[config.mk]
export PLATFORM = sky130hd
export DESIGN_NAME = if_id_stage
export DESIGN_NICKNAME = d
export VERILOG_FILES = /design/src/rtl/if_id_stage.sv
export SDC_FILE = /design/constraint.sdc
export NUM_CORES = 1
export LEC_CHECK = 0
export ABC_CLOCK_PERIOD_IN_PS = 4019
export CAP_MARGIN = 20
export CORE_UTILIZATION = 43
export DETAILED_ROUTE_END_ITERATION = 7
export GPL_ROUTABILITY_DRIVEN = 0
export PLACE_DENSITY_LB_ADDON = 0.08
export SLEW_MARGIN = 40
export SYNTH_ARGS = -nofsm -noshare
export SYNTH_HDL_FRONTEND = slang
export SYNTH_SLANG_ARGS = --single-unit
[constraint.sdc]
create_clock -name clk -period 4.02 [get_ports clk]
set_input_delay 0.804 -clock clk [delete_from_list [all_inputs] [get_ports clk]]
set_output_delay 0.804 -clock clk [all_outputs]
set_load 0.03 [all_outputs]
[src/rtl/if_id_stage.sv]
// IF/ID pipeline register with stall, flush and a one-entry hold buffer for
// instructions returned during a stall. Define IF_ID_BUBBLE_COUNT_EN to add stall/bubble counters.
module if_id_stage #(
    parameter logic [31:0] NOP_INST = 32'h0000_0000,
    parameter logic [31:0] PC_INC   = 32'd4,
    parameter int unsigned CNT_W    = 32
) (
    input  logic             clk,
    input  logic             rst,
    input  logic             en,
    input  logic             flush,
    input  logic             if_valid,
    input  logic [31:0]      if_pc,
    input  logic [31:0]      if_inst,
    input  logic             if_inst_vld,
    output logic [31:0]      id_pc,
    output logic [31:0]      id_pc4,
    output logic [31:0]      id_inst,
    output logic             id_valid
`ifdef IF_ID_BUBBLE_COUNT_EN
    ,
    output logic [CNT_W-1:0] stall_cnt,
    output logic [CNT_W-1:0] bubble_cnt
`endif
);

    logic [31:0] r_id_pc;
    logic [31:0] r_id_pc4;
    logic [31:0] r_id_inst;
    logic        r_id_valid;
    logic [31:0] r_hold_inst;
    logic        r_hold_vld;

    logic [31:0] w_inst_sel;
    logic        w_have;
    logic        w_stall;
    logic        w_load_ok;

    always_comb begin
        w_inst_sel = r_hold_vld ? r_hold_inst : if_inst;
        w_have     = r_hold_vld | if_inst_vld;
        w_stall    = ~en & ~flush;
        w_load_ok  = if_valid & w_have;
    end

    // Priority: flush > stall > load; flush leaves id_pc/id_pc4 untouched.
    always_ff @(posedge clk or posedge rst) begin
        if (rst) begin
            r_id_pc     <= '0;
            r_id_pc4    <= '0;
            r_id_inst   <= NOP_INST;
            r_id_valid  <= 1'b0;
            r_hold_inst <= NOP_INST;
            r_hold_vld  <= 1'b0;
        end else if (flush) begin
            r_id_inst  <= NOP_INST;
            r_id_valid <= 1'b0;
            r_hold_vld <= 1'b0;
        end else if (!en) begin
            if (!r_hold_vld && if_inst_vld) begin
                r_hold_inst <= if_inst;
                r_hold_vld  <= 1'b1;
            end
        end else begin
            r_id_pc    <= if_pc;
            r_id_pc4   <= if_pc + PC_INC;
            r_id_inst  <= w_load_ok ? w_inst_sel : NOP_INST;
            r_id_valid <= w_load_ok;
            r_hold_vld <= 1'b0;
        end
    end

    assign id_pc    = r_id_pc;
    assign id_pc4   = r_id_pc4;
    assign id_inst  = r_id_inst;
    assign id_valid = r_id_valid;

`ifdef IF_ID_BUBBLE_COUNT_EN
    logic [CNT_W-1:0] r_stall_cnt;
    logic [CNT_W-1:0] r_bubble_cnt;
    logic             w_bubble;

    always_comb begin
        w_bubble = flush | (en & ~w_load_ok);
    end

    // Saturating counters: hold at all-ones instead of wrapping.
    always_ff @(posedge clk or posedge rst) begin
        if (rst) begin
            r_stall_cnt  <= '0;
            r_bubble_cnt <= '0;
        end else begin
            if (w_stall && (r_stall_cnt != '1))
                r_stall_cnt <= r_stall_cnt + CNT_W'(1);
            if (w_bubble && (r_bubble_cnt != '1))
                r_bubble_cnt <= r_bubble_cnt + CNT_W'(1);
        end
    end

    assign stall_cnt  = r_stall_cnt;
    assign bubble_cnt = r_bubble_cnt;
`endif

endmodule

==> metrics.txt <==
largest net degree at the start of global routing 57; fmax 353.8 MHz; largest area contributor in the synthesized netlist dfrtp_1; Reg area 0.003207 mm^2; maximum clock insertion buffer count 2; synth-to-layout area growth 44.93%; Post-synth top cells nand2_1 (144), dfrtp_1 (128), o21ai_0 (51); met3 wire len 981 um; Rows 41; most area-consuming cells after synthesis dfrtp_1 (57%), nand2_1 (9.6%), mux2_2 (6.4%), mux2i_1 (5.7%), o21ai_0 (4.5%); total of max-cap violations 0; Skew-Pair Late Insertion Delay 410 ps; sequential share of power 0.389; post-synthesis async set-or-reset flop share 1.000; top_reg_cell synth dfrtp_1; Final ANT Viol Nets 0; residual DRC count 0; routed wl met2 6802 um; CP Max Fanout 12; Via density 5.109; fin. max-slew vios 0; clock share of power 0.421; syn nets 620; area of the multi-input gates 0.002285 mm^2; crit path kind in -> reg; TritonCTS Sinks 128; Die W 116.4 um; IO Pins 167; Synth cell types 36; first-pass GRT wire length 22,890 um; Worst setup EP type flip-flop; Filler cells 1,068; minimum clock period 2826 ps; starting density of the core 0.4444; pwr dens 485.5 mW/mm^2; DR vias 4,583; hold crit path type reg -> reg; wire per inst 16.05 um; Die ar. 0.01356 mm^2; nets 783; Startpoint Class input pin; WL final 14,390 um; hold slack 470.4 ps; synth warn 0; share of cells above drive strength 1 0.1159; Root Buffer Master clkbuf_16; run status complete, no violations; syn avg cell area 10.26 um^2; clk slew on worst S/H paths 50 ps; core area 0.01267 mm^2; leakage power 3.430 nW; vias in the first global route 4,601; Die Y 116.4 um; number of flops mapped to enable cells by yosys 0; Iter 0 DRT Violations 250; Fin Setup TNS 0 ps; total CTS buffers 17; Hold Fails Final Rpt 0; Tightest Pin Transition 686.7 ps; first-pass iteration count of the detailed router 4; VDD IR max 0.0002732 V; number of synthesized register bits 128; Remaining Overflow, GRT 0; Sw Ratio 0.2623; Slew HR 0.5402; DRT met1 WL 6365 um; setup skew after layout 3.757 ps; max layer used met4; Cells after Synth 549; cell with the most instances after synthesis nand2_1; H-tree depth 4; Post-CTS Setup Repair Bufs 0; Internal Pwr Total 2.923 mW; number of port buffers 166; n_diodes 0; post-synth top area share 0.5689; Post-CTS Resized 0; initial antenna violation count 0; Final Cycle Share 0.7030; post-DP HPWL 10,150 um; synthesized cell area 0.005630 mm^2; Worst EP arrival 3160 ps; Global Route Usage Sum 0.2258; hold_buf cts 0; combinational power share 0.190; final setup fails 0; register area share after synthesis 0.5689; Crit path required time 4350 ps; unrepaired setup endpoints after global routing false; CTS tree built; net switching power 1.039 mW
-- logic make-up after synthesis --
family,share of synthesized area
adders and majority gates,0.002222
buffers and inverters,0.02955
and+or+nand+nor,0.1764
muxes,0.1209
AOI/OAI and AO/OA,0.08178
DFF,0.5689
xor gates and xnor gates,0.02022
-- per-stage QoR --
stage | std cells | power [mW] | setup WS (ps) | area, um^2 | utilization
6_report | 897 | 3.962 | 1194 | 8160 | 0.6440
5_1_grt | 897 | 4.129 | 1077 | 8160 | 0.6440
4_1_cts | 896 | 4.002 | 1230 | 8135 | 0.6420
3_5_place_dp | 864 | 2.319 | 809.3 | 7488 | 0.5910
3_3_place_gp | 864 | 2.294 | 869.8 | 7486 | 0.5908
2_1_floorplan | 549 | 1.958 | 1635 | 5634 | -
-- critical path, cell delays in order --
cell and delay, ps:
clkdlybuf4s50_1 590, nand4_1 470, or3_1 610, or4_1 490, a31oi_1 190
-- placed cells by master, fill, tap and decap left out, types with 2 or more instances in the layout --
master / synthesis / layout
buf_12: 0 / 2
nor4_1: 3 / 3
inv_1: 5 / 4
or3_1: 3 / 3
dfrtp_1: 128 / 127
o211ai_1: 3 / 3
clkbuf_16: 0 / 17
a31oi_1: 11 / 11
a21oi_1: 3 / 3
nor2_1: 17 / 16
clkinv_2: 0 / 2
clkdlybuf4s50_1: 0 / 166
xnor2_1: 10 / 10
or4_1: 9 / 9
clkbuf_1: 27 / 3
mux2_2: 32 / 32
bufinv_16: 0 / 5
clkinvlp_4: 0 / 4
and3_1: 5 / 5
nor3_1: 8 / 8
xor2_1: 3 / 3
o21ai_0: 51 / 51
nand4_1: 8 / 8
o31ai_1: 9 / 9
clkbuf_8: 0 / 2
nand3_1: 17 / 17
buf_4: 2 / 11
o21a_1: 2 / 2
mux2i_1: 32 / 32
nand2_1: 144 / 144
and4_1: 2 / 2
-- sequential cells by signal, summed over array words and instances, names as in the netlist --
name         flops
id_inst         32
id_pc           32
r_hold_inst     32
id_pc4          30
id_valid         1
r_hold_vld       1
-- path summary, 6_finish.rpt --
path                            startpoint          end  slack, ps  cells after the start
min in group asynchronous              rst    id_pc[24]        690                      2
max in group asynchronous              rst  id_inst[10]       2620                      4
worst min-delay path             id_pc[17]    id_pc[17]        470                      2
worst max-delay path              if_pc[4]   id_pc4[27]       1190                      5
worst min register to register   id_pc[17]    id_pc[17]        470                      2
worst max register to register  r_hold_vld  id_inst[12]       1880                      3
-- layout make-up --
type,count,share of cell area
flip-flops and latches,128,0.3930
multi-input cells,381,0.2800
inverters,5,0.002760
repair buffers,179,0.2186
well taps,172,0.02637
clock inverters,10,0.02239
clock buffers,22,0.05688
-- power groups by stage --
stage	logic [mW]	registers [mW]	clock network, mW
3_3_place_gp	0.742	1.55	0
6_report	0.751	1.54	1.67
4_1_cts	0.757	1.54	1.70
5_1_grt	0.809	1.56	1.76
2_1_floorplan	0.236	1.72	0
3_5_place_dp	0.755	1.56	0
-- routing by layer --
layer / vias to the layer above / GRT usage
met5: - / 0
met4: 0 / 0.08547
met3: 19 / 0.07421
met2: 136 / 0.3598
met1: 2207 / 0.2862
li1: 2221 / -
Note: power is estimated with default switching activity, not from simulation.
